$ cat config.mk
export PLATFORM = sky130hd
export DESIGN_NAME = gb_irq_ctrl
export DESIGN_NICKNAME = d
export VERILOG_FILES = /design/src/rtl/gb_irq_ctrl.sv
export SDC_FILE = /design/constraint.sdc
export NUM_CORES = 1
export LEC_CHECK = 0
export CORE_MARGIN = 2
export CORE_UTILIZATION = 43
export CTS_CLUSTER_DIAMETER = 200
export DETAILED_ROUTE_END_ITERATION = 8
export PLACE_DENSITY_LB_ADDON = 0.25
export SYNTH_ARGS = -nofsm -noshare
export SYNTH_HDL_FRONTEND = slang
export SYNTH_SLANG_ARGS = --single-unit
$ cat constraint.sdc
create_clock -name clk -period 1.67 [get_ports clk]
set_clock_uncertainty 0.2 [all_clocks]
set_input_delay 0.334 -clock clk [delete_from_list [all_inputs] [get_ports clk]]
set_output_delay 0.334 -clock clk [all_outputs]
set_load 0.05 [all_outputs]
$ cat src/rtl/gb_irq_ctrl.sv
// Parametrised interrupt controller: per-source edge/level and polarity detection,
// CPU-visible IF/IE registers, priority-encoded vector and an acknowledge FSM.
module gb_irq_ctrl #(
    parameter int          NUM_IRQ     = 5,
    parameter logic [7:0]  EDGE_MASK   = 8'h1D,
    parameter logic [7:0]  POL_MASK    = 8'h10,
    parameter logic [7:0]  VEC_BASE    = 8'h40,
    parameter logic [7:0]  VEC_STRIDE  = 8'h08,
    parameter logic [7:0]  DEFAULT_VEC = 8'h55
) (
    input  logic               clk,
    input  logic               reset,
    input  logic [NUM_IRQ-1:0] irq_src,
    input  logic               sel_ie,
    input  logic               sel_if,
    input  logic               cpu_wr,
    input  logic [7:0]         cpu_di,
    output logic [7:0]         ie_do,
    output logic [7:0]         if_do,
    input  logic               cpu_ack,
    output logic               irq_n,
    output logic [7:0]         irq_vec,
    output logic               wake
);

    localparam logic [NUM_IRQ-1:0] EDGE_SEL = EDGE_MASK[NUM_IRQ-1:0];
    localparam logic [NUM_IRQ-1:0] POL_SEL  = POL_MASK[NUM_IRQ-1:0];

    typedef enum logic {
        IDLE,
        ACK
    } state_t;

    state_t             r_state;
    logic [NUM_IRQ-1:0] r_if;
    logic [NUM_IRQ-1:0] r_ie;
    logic [NUM_IRQ-1:0] r_s_d;
    logic               r_ack_d;
    logic               r_ack_hit;
    logic [2:0]         r_ack_idx;
    logic [7:0]         r_ack_vec;

    logic [NUM_IRQ-1:0] w_s;
    logic [NUM_IRQ-1:0] w_set;
    logic [NUM_IRQ-1:0] w_clr;
    logic [NUM_IRQ-1:0] w_pend;
    logic [NUM_IRQ-1:0] w_base;
    logic               w_hit;
    logic [2:0]         w_idx;
    logic [7:0]         w_idx8;
    logic [7:0]         w_win_vec;
    logic               w_ack_rise;
    logic               w_ack_fall;
    logic               w_if_wr;
    logic               w_ie_wr;

    assign w_s        = irq_src ^ POL_SEL;
    assign w_set      = (EDGE_SEL & w_s & ~r_s_d) | (~EDGE_SEL & w_s);
    assign w_pend     = r_if & r_ie;
    assign w_ack_rise = cpu_ack & ~r_ack_d;
    assign w_ack_fall = ~cpu_ack & r_ack_d;
    assign w_if_wr    = sel_if & cpu_wr;
    assign w_ie_wr    = sel_ie & cpu_wr;

    // Descending scan so the lowest pending+enabled index is the one that sticks.
    always_comb begin
        w_hit = 1'b0;
        w_idx = 3'd0;
        for (int i = NUM_IRQ - 1; i >= 0; i--) begin
            if (w_pend[i]) begin
                w_hit = 1'b1;
                w_idx = 3'(i);
            end
        end
    end

    assign w_idx8    = {5'b00000, w_idx};
    assign w_win_vec = w_hit ? (VEC_BASE + w_idx8 * VEC_STRIDE) : DEFAULT_VEC;

    always_comb begin
        w_clr = '0;
        for (int i = 0; i < NUM_IRQ; i++) begin
            w_clr[i] = (r_state == ACK) && w_ack_fall && r_ack_hit && (r_ack_idx == 3'(i));
        end
    end

    // Source events override a CPU write, which overrides the ack clear.
    assign w_base = w_if_wr ? cpu_di[NUM_IRQ-1:0] : (r_if & ~w_clr);

    always_ff @(posedge clk or posedge reset) begin
        if (reset) begin
            r_if    <= '0;
            r_ie    <= '0;
            r_s_d   <= '1;
            r_ack_d <= 1'b0;
        end else begin
            r_if    <= w_base | w_set;
            r_s_d   <= w_s;
            r_ack_d <= cpu_ack;
            if (w_ie_wr) begin
                r_ie <= cpu_di[NUM_IRQ-1:0];
            end
        end
    end

    always_ff @(posedge clk or posedge reset) begin
        if (reset) begin
            r_state   <= IDLE;
            r_ack_hit <= 1'b0;
            r_ack_idx <= 3'd0;
            r_ack_vec <= DEFAULT_VEC;
        end else begin
            case (r_state)
                IDLE: begin
                    if (w_ack_rise) begin
                        r_state   <= ACK;
                        r_ack_hit <= w_hit;
                        r_ack_idx <= w_idx;
                        r_ack_vec <= w_win_vec;
                    end
                end
                ACK: begin
                    if (w_ack_fall) begin
                        r_state <= IDLE;
                    end
                end
                default: r_state <= IDLE;
            endcase
        end
    end

    // The vector is frozen for the whole ack so the CPU reads a stable value.
    assign irq_vec = (r_state == ACK) ? r_ack_vec : w_win_vec;
    assign irq_n   = ~(|w_pend);
    assign wake    = |w_pend;

    always_comb begin
        if_do                = 8'hFF;
        if_do[NUM_IRQ-1:0]   = r_if;
        ie_do                = 8'h00;
        ie_do[NUM_IRQ-1:0]   = r_ie;
    end

    generate
        if (NUM_IRQ < 8) begin : g_pad
            logic w_unused_di;
            assign w_unused_di = ^cpu_di[7:NUM_IRQ];
        end
    endgenerate

endmodule

==> results of run 1 <==
[where the power goes]
| group | switching [mW] | leakage [nW] | internal, mW |
|---|---|---|---|
| combinational | 0.551 | 0.547 | 0.484 |
| clock | 0.175 | 0.0279 | 0.243 |
| sequential | 0.0815 | 0.267 | 0.682 |
| total | 0.807 | 0.842 | 1.41 |
[layout make-up]
class	count	area (µm²)	share of cell area, %
Clock buffer	3	22.5	1.15
Clock inverter	1	30.0	1.53
Inverter	6	22.5	1.15
Multi-Input combinational cell	78	582	29.7
Sequential cell	24	618	31.5
Tap cell	30	37.5	1.91
Timing Repair Buffer	51	648	33.1
[worst max-delay path: stages (launching register included)]
cell and delay [ns]:
dfrtp_2 0.44, a22oi_2 0.32, nand3_4 0.12, o21ai_4 0.20, buf_12 0.16
[registers in the layout (all words and copies together) (netlist names)]
register / cells
r_state: 1
r_s_d: 4
r_ie: 5
r_if: 5
r_ack_hit: 1
r_ack_vec: 4
r_ack_d: 1
r_ack_idx: 3
[how the worst max path moves through the flow]
stage	end	slack, ns	cells past startpoint
6_report	irq_vec[0]	-0.43	4
5_1_grt	irq_vec[0]	-0.51	4
4_1_cts	irq_vec[0]	-0.45	4
3_5_place_dp	r_ack_vec[5]	-0.16	4
3_3_place_gp	r_ack_vec[3]	-0.16	4
2_1_floorplan	irq_vec[2]	-0.60	4
[synth_stat cells, types with 2 or more instances]
cell / number
o21ai_0: 9
and2_1: 2
nand2_1: 21
o41ai_1: 2
buf_4: 11
clkbuf_1: 2
nand3_1: 3
a21oi_1: 4
inv_1: 6
mux2_2: 6
dfstp_2: 6
dfrtp_1: 18
o21ai_1: 3
nor2b_1: 3
conb_1: 2
[layer usage]
| layer | share of wire, % | up-vias |
|---|---|---|
| li1 | - | 475 |
| met1 | 42 | 485 |
| met2 | 52 | 33 |
| met3 | 5.3 | 2 |
| met4 | 0.77 | 0 |
| met5 | 0 | - |
[metrics by stage]
stage / setup TNS, ns / instance area (µm²)
after floorplan: -1.91 / 1270
after global placement: -1.71 / 1840
after detailed placement: -2.13 / 1840
after CTS: -2.83 / 1940
after global routing: -3.29 / 1960
final: -2.71 / 1960
[logic make-up (layout without fill, tap and decap cells)]
logic type,count (synthesis),count (layout),synth area share (%)
simple gates,37,37,17.6
mux,6,6,5.78
buf+inv,19,61,9.64
compound gates,25,25,13.5
fa+ha+maj,1,1,0.857
other cells,2,9,0.643
flops,24,24,52.0
[timing repair]
item	4_1_cts	5_1_grt
resized for setup	11	4
pin swaps	9	6
endpoints found under the setup margin	7	9
setup buffers	1	3
==> impl_results.md, run 1 <==
* Status: finished, violations left
* Failing checks: negative setup slack
* I/O Pins at 45
* Syn Inst Count at 114
* Most common cell after layout, fill and taps aside: nand2_1
* Setup Viol. Count Final at 7
* Mapped Area at 1170 µm²
* Post-synth cell types at 31
* Total Routing Usage GR at 19.3%
* Synth warn at 0
* Initial core utilization at 46.3%
* CP max FO at 3
* Fillcell total at 156
* Met2 GRT Util at 31.8%
* Post-synthesis sequential area ratio at 52.0%
* Synthesized flop and latch total at 24
* Leak at 0.842 nW
* Routed wire length per instance at 14.1 µm
* Vias in the first global route at 1032
* # H-tree levels at 1
* DP Wirelength at 2090 µm
* Maxcap violations at 0
* Pins Over Slew Limit at 0
* Ys flop type: dfrtp_1
* R2r worst-path depth at 4
* Clock transition at the registers of the reported paths at 0.13 ns
* Post-synth EDFFs at 0
* Crit path DAT at 1.56 ns
* Crit path from: r_if[2]
* DP Cell Count at 188
* Flop-to-flop setup slack at 0.05 ns
* First-pass GRT wire length at 4770 µm
* Final worst-path cycle share at 126%
* RSZ-0062 raised after global routing: yes
* Hold Vio Cnt, Final at 0
* Worst reg2reg endpoint: r_ack_hit
* Critical setup path kind: register to output pin
* Worst Hold Margin at 0.131 ns
* Final Power at 2.22 mW
* Yosys top cell area share at 38.5%
* Initial antenna violation count at 0
* CTS tree: yes
* Area of the core at 2520 µm²
* Met1 usage at 24.4%
* Fmax at 477 MHz
* CP Capture Type: output pin
* Final Non-Filler Cells at 193
* Ant. Diodes at 0
* Via count at 995
* Post-synth ARST share at 100%
* GRT met3 Usage at 5.35%
* Most frequent cells in the layout: nand2_1, buf_12, clkdlybuf4s50_1, buf_4, dfrtp_1
* CP Launch Type: register
* Routed WL at 2730 µm
* Clk_lat worst skew at 0.32 ns
* CTS sink count at 24
* Largest cells by area after synthesis: dfrtp_1, dfstp_2, buf_4, nand2_1, mux2_2
* Post-detailed-route count of antenna-violating nets at 0
* Pre-CTS WS at -0.161 ns
* R2R Path Start: r_if[2]
* Height of the die at 56.1 µm
* Min cycle time layout at 2.10 ns
* Inserted Clock Buffers at 3
* Max rail drop VDD at 1.18 mV
* Residual DRC at 0
* Hold WC Path Type: input pin to asynchronous set/reset pin
* PwrDens at 1130 nW/µm²
* Die X-Extent at 56.1 µm
* Worst-case clock buffer depth at 2
* Post-layout util at 77.7%
* CP required at 1.14 ns
* Post-CTS Hold Fix Bufs at 0
* Initial DRC count at 13
* Vias/cell at 5.16
* Share of cells above drive strength 1 at 46.6%
* Syn avg cell area at 10.3 µm²
* # rows at 18
* Largest net degree at the start of global routing at 25
* Detailed Routing Iterations Pass 1 at 5
* CTS Root Cell: clkbuf_4
* Busiest metal layer after global routing: met2
* Setup ws final at -0.428 ns
* I/O Buffers at 32
* Die area at 3150 µm²
* Biggest area consumer among synthesized cells: dfrtp_1
* Routability cong. at 0.800
* Total gr overflow at 0
* Synth-to-layout area growth at 67.8%
* Nets at 183
Note: power is estimated with default switching activity, not from simulation.
==> inputs of run 2 (changes only) <==
--- a/config.mk
+++ b/config.mk
@@ -5,7 +5,6 @@
 export SDC_FILE = /design/constraint.sdc
 export NUM_CORES = 1
 export LEC_CHECK = 0
-export CORE_MARGIN = 2
 export CORE_UTILIZATION = 43
 export CTS_CLUSTER_DIAMETER = 200
 export DETAILED_ROUTE_END_ITERATION = 8
==> run 2 against run 1 <==
  * The run still ends with negative setup slack left
  * Maximum frequency shrank 1.6%
  * Non-clock buffer count is the same
  * Clock power shrank 25%
  * Critical path depth is the same
  * Utilization shrank 0.40 points
  * Setup slack lost 0.035 ns
  * Power shrank 4.8%
  * Register-to-register slack is essentially flat
  * Sequential power is essentially flat
  * Global-route usage grew 2.4 points
  * Design area shrank 0.51%
==> impl_results.md, run 2 (same netlist as run 1, synthesis figures left out) <==
* CP required at 1.14 ns
* Sw Pwr at 0.812 mW
* Clock Power Share at 14.8%
* Residual DRC at 0
* Die X-Extent at 54.1 µm
* Fmax at 469 MHz
* Synth-to-layout area growth at 66.9%
* Final worst-path cycle share at 128%
* CTS sink count at 24
* CP bufs+invs at 1
* Failing checks: negative setup slack
* Inserted Clock Buffers at 3
* Placed cell area at 1840 µm²
* Nets at 183
* Most common cell after layout, fill and taps aside: nand2_1
* Total Routing Usage GR at 21.7%
* First-pass GRT wire length at 4460 µm
* Clk_lat worst skew at 0.33 ns
* Hold WC Path Type: input pin to asynchronous set/reset pin
* Pins Over Slew Limit at 0
* I/O Buffers at 32
* RSZ-0062 raised after global routing: yes
* CP max FO at 3
* Vias in the first global route at 990
* Setup Viol. Count Final at 7
* CP Launch Type: register
* # rows at 18
* Post-layout util at 77.3%
* CTS tree: yes
* Internal power at 1.30 mW
* Flop-to-flop setup slack at 0.05 ns
* Design area at 1950 µm²
* Worst reg2reg endpoint: r_ack_hit
* Initial antenna violation count at 0
* Post-detailed-route count of antenna-violating nets at 0
* I/O Pins at 45
* CP Capture Type: output pin
* Via count at 1015
* Vias/cell at 5.26
* Comb pwr share at 49.0%
* Fillcell total at 151
* Die area at 2930 µm²
* Initial DRC count at 17
* Final Power at 2.11 mW
* Max rail drop VDD at 0.892 mV
* Status: finished, violations left
* Worst path max stage delay at 0.44 ns
* Routed WL at 2650 µm
* Crit-path leading delay family: compound AO/OA/AOI/OAI gates
* Routed wire length per instance at 13.7 µm
* Setup ws final at -0.463 ns
* R2r worst-path depth at 4
* Most frequent cells in the layout: nand2_1, buf_12, clkdlybuf4s50_1, buf_4, dfrtp_1
* Top flop regs: r_ie: 5 flops, r_if: 5 flops
* Ant. Diodes at 0
* Area of the core at 2520 µm²
* Pre-CTS WS at -0.171 ns
* R2R Path Start: r_ie[2]
* Routability cong. at 0.791
* Critical setup path kind: register to output pin
* Slowest stage cell, crit path: dfrtp_2
* # H-tree levels at 1
* PwrDens at 1080 nW/µm²
* Min cycle time layout at 2.13 ns
* Height of the die at 54.1 µm
* Total gr overflow at 0
* Share of cells above drive strength 1 at 47.2%
* Flop pwr share at 36.2%
* Setup TNS at -2.84 ns
* Crit path cell chain: a22oi_2 -> nand3_4 -> o21ai_4 -> buf_12
* Hold Vio Cnt, Final at 0
* Detailed Routing Iterations Pass 1 at 6
* DP Wirelength at 2020 µm
* Worst-case clock buffer depth at 2
* Switching Fraction at 38.5%
* Clock transition at the registers of the reported paths at 0.13 ns
* Maxcap violations at 0
* Post-CTS Hold Fix Bufs at 0
* Crit path DAT at 1.60 ns
* CTS Root Cell: clkbuf_4
* Initial core utilization at 46.3%
* Leak at 0.835 nW
* Largest net degree at the start of global routing at 25
==> run 2: area by class of cell <==
type	instances	area [µm²]	share of cell area, %
clock buffers	4	36.3	1.86
inverters	6	22.5	1.15
multi-input cells	78	584	30.0
flip-flops and latches	24	618	31.7
well taps	30	37.5	1.92
repair buffers	51	652	33.4
==> run 2: metrics by stage <==
step	std cells	hold WS, ns
2_1_floorplan	121	0.138
3_3_place_gp	188	0.250
3_5_place_dp	188	0.256
4_1_cts	192	0.139
5_1_grt	193	0.177
6_report	193	0.130
==> run 2: repair_timing <==
action | in CTS | in global routing
resized for setup | 6 | 10
setup endpoints to repair | 7 | 9
buffers inserted | 1 | 1
pin swaps | 6 | 4
==> run 2: worst reg2reg max path, cell delays in order, from the launching register on <==
cell	delay, ns
dfrtp_2	0.44
a22oi_2	0.33
nand3_4	0.13
buf_4	0.17
mux2_2	0.25
==> run 2: worst max path at each step <==
stage | from | end | slack (ns) | depth (start not counted)
after global placement | cpu_ack | r_ack_vec[3] | -0.15 | 4
after global routing | r_ie[2] | irq_vec[0] | -0.52 | 4
after floorplan | r_if[0] | irq_vec[2] | -0.60 | 4
final | r_ie[2] | irq_vec[2] | -0.46 | 4
after CTS | r_ie[0] | irq_vec[4] | -0.46 | 4
after detailed placement | r_if[0] | irq_vec[4] | -0.17 | 4
==> run 2: power by group through the flow <==
stage                     logic, mW  clock network, mW  registers (mW)
after floorplan               0.419                  0           0.877
after global placement        0.965                  0           0.761
after detailed placement      0.978                  0           0.768
after CTS                      1.00              0.319           0.757
after global routing           1.09              0.341           0.774
final                          1.03              0.312           0.764
==> run 2: routing by layer <==
metal,vias up,part of all wire [%],GRT usage (%)
met3,6,5.8,4.52
met1,483,42,26.9
met2,51,50,35.8
met5,-,0,0
li1,475,-,-
met4,0,2.0,9.83
==> inputs of run 3 (changes only) <==
--- a/config.mk
+++ b/config.mk
@@ -9,6 +9,7 @@
 export CTS_CLUSTER_DIAMETER = 200
 export DETAILED_ROUTE_END_ITERATION = 8
 export PLACE_DENSITY_LB_ADDON = 0.25
+export SKIP_LAST_GASP = 1
 export SYNTH_ARGS = -nofsm -noshare
 export SYNTH_HDL_FRONTEND = slang
 export SYNTH_SLANG_ARGS = --single-unit
==> run 3 against run 2 <==
  * The run still ends with negative setup slack left
  * Sequential cell count unchanged
  * Design area decreased by 1.2%
  * Register-to-register slack about the same
  * Final cell count unchanged
  * Hold slack got worse by 0.00067 ns
  * Critical path depth unchanged
  * Non-clock buffer count unchanged
  * Largest power group unchanged
==> impl_results.md, run 3 (same netlist as run 1, synthesis figures left out) <==
* Via count at 988
* Synth-to-layout area growth at 65.0%
* # rows at 18
* # H-tree levels at 1
* CTS Root Cell: clkbuf_4
* I/O Buffers at 32
* Placed cell area at 1840 µm²
* Final worst-path cycle share at 127%
* Pins Over Slew Limit at 0
* Clk_lat worst skew at 0.32 ns
* PwrDens at 1080 nW/µm²
* Top flop regs: r_ie: 5 flops, r_if: 5 flops
* Post-detailed-route count of antenna-violating nets at 0
* Area of the core at 2520 µm²
* Design area at 1930 µm²
* Height of the die at 54.1 µm
* Worst Hold Margin at 0.129 ns
* Ant. Diodes at 0
* CP max FO at 3
* CP required at 1.14 ns
* Largest net degree at the start of global routing at 25
* Maxcap violations at 0
* Post-CTS Hold Fix Bufs at 0
* Die X-Extent at 54.1 µm
* Routability cong. at 0.791
* RSZ-0062 raised after global routing: yes
* Routed WL at 2590 µm
* Total Routing Usage GR at 21.7%
* Initial core utilization at 46.3%
* Critical setup path kind: register to output pin
* I/O Pins at 45
* CTS tree: yes
* Clock transition at the registers of the reported paths at 0.13 ns
* Min cycle time layout at 2.12 ns
* Status: finished, violations left
* Die area at 2930 µm²
* Leak at 0.826 nW
* Final Power at 2.09 mW
* Setup ws final at -0.454 ns
* Final Non-Filler Cells at 193
* Initial antenna violation count at 0
* Setup TNS at -2.80 ns
* Inserted Clock Buffers at 3
* Nets at 183
* CP Launch Type: register
* Post-layout util at 76.4%
* Detailed Routing Iterations Pass 1 at 6
* DP Wirelength at 2020 µm
* Hold WC Path Type: input pin to asynchronous set/reset pin
* Total gr overflow at 0
* Hold Vio Cnt, Final at 0
* Vias/cell at 5.12
* CP Capture Type: output pin
* First-pass GRT wire length at 4460 µm
* Initial DRC count at 16
* Routed wire length per instance at 13.4 µm
* DP Cell Count at 188
* CTS sink count at 24
* Max rail drop VDD at 0.891 mV
* Fmax at 471 MHz
* Crit path DAT at 1.59 ns
* Residual DRC at 0
* Most common cell after layout, fill and taps aside: nand2_1
* Setup Viol. Count Final at 7
* Failing checks: negative setup slack
* Pre-CTS WS at -0.171 ns
* Vias in the first global route at 990
* R2r worst-path depth at 4
* Worst-case clock buffer depth at 2
* Share of cells above drive strength 1 at 46.6%
* Most frequent cells in the layout: nand2_1, buf_4, buf_12, clkdlybuf4s50_1, dfrtp_1
[run 3: cell types whose count changed in the layout (fill, tap and decap cells not counted)]
cell	delta
buf_4	+4
buf_6	-4
nand2_1	+1
nand2_4	-1
[run 3: routing by layer]
layer  wire length, µm  vias up  track usage [%]
met5                 0        -                0
met4                42        0             9.83
met3               157        4             4.52
met2              1280       43             35.8
met1              1110      465             26.9
li1                  -      476                -
[run 3: critical path, cell delays in order (launching register included)]
cell and delay [ns]:
dfrtp_2 0.44, a22oi_2 0.33, nand3_4 0.13, o21ai_4 0.21, buf_12 0.16
[run 3: repair_timing]
action	4_1_cts	5_1_grt
pin swaps	6	3
gates resized for setup	6	4
buffers inserted	1	1
setup endpoints to repair	7	9
[run 3: cell type report]
cell class	instances	area (µm²)
Tap cell	30	37.5
Timing Repair Buffer	51	637
Clock buffer	4	36.3
Fill cell	157	594
Inverter	6	22.5
Sequential cell	24	618
Multi-Input combinational cell	78	577
[run 3: report_power, final]
group / leakage, nW / internal [mW] / switching, mW
logic: 0.539 / 0.472 / 0.543
clock network: 0.0210 / 0.134 / 0.179
registers: 0.267 / 0.682 / 0.0803
total: 0.826 / 1.29 / 0.802
[run 3: path summary, 6_finish.rpt]
check / startpoint / end / slack [ns]
max in group asynchronous: reset / r_s_d[2] / 0.86
hold reg to reg: r_ack_vec[4] / r_ack_vec[4] / 0.27
hold / removal: reset / r_ack_hit / 0.13
setup reg to reg: r_ie[2] / r_ack_hit / 0.06
setup / recovery: r_ie[2] / irq_vec[2] / -0.45
min in group clk: irq_src[0] / r_s_d[0] / 0.22
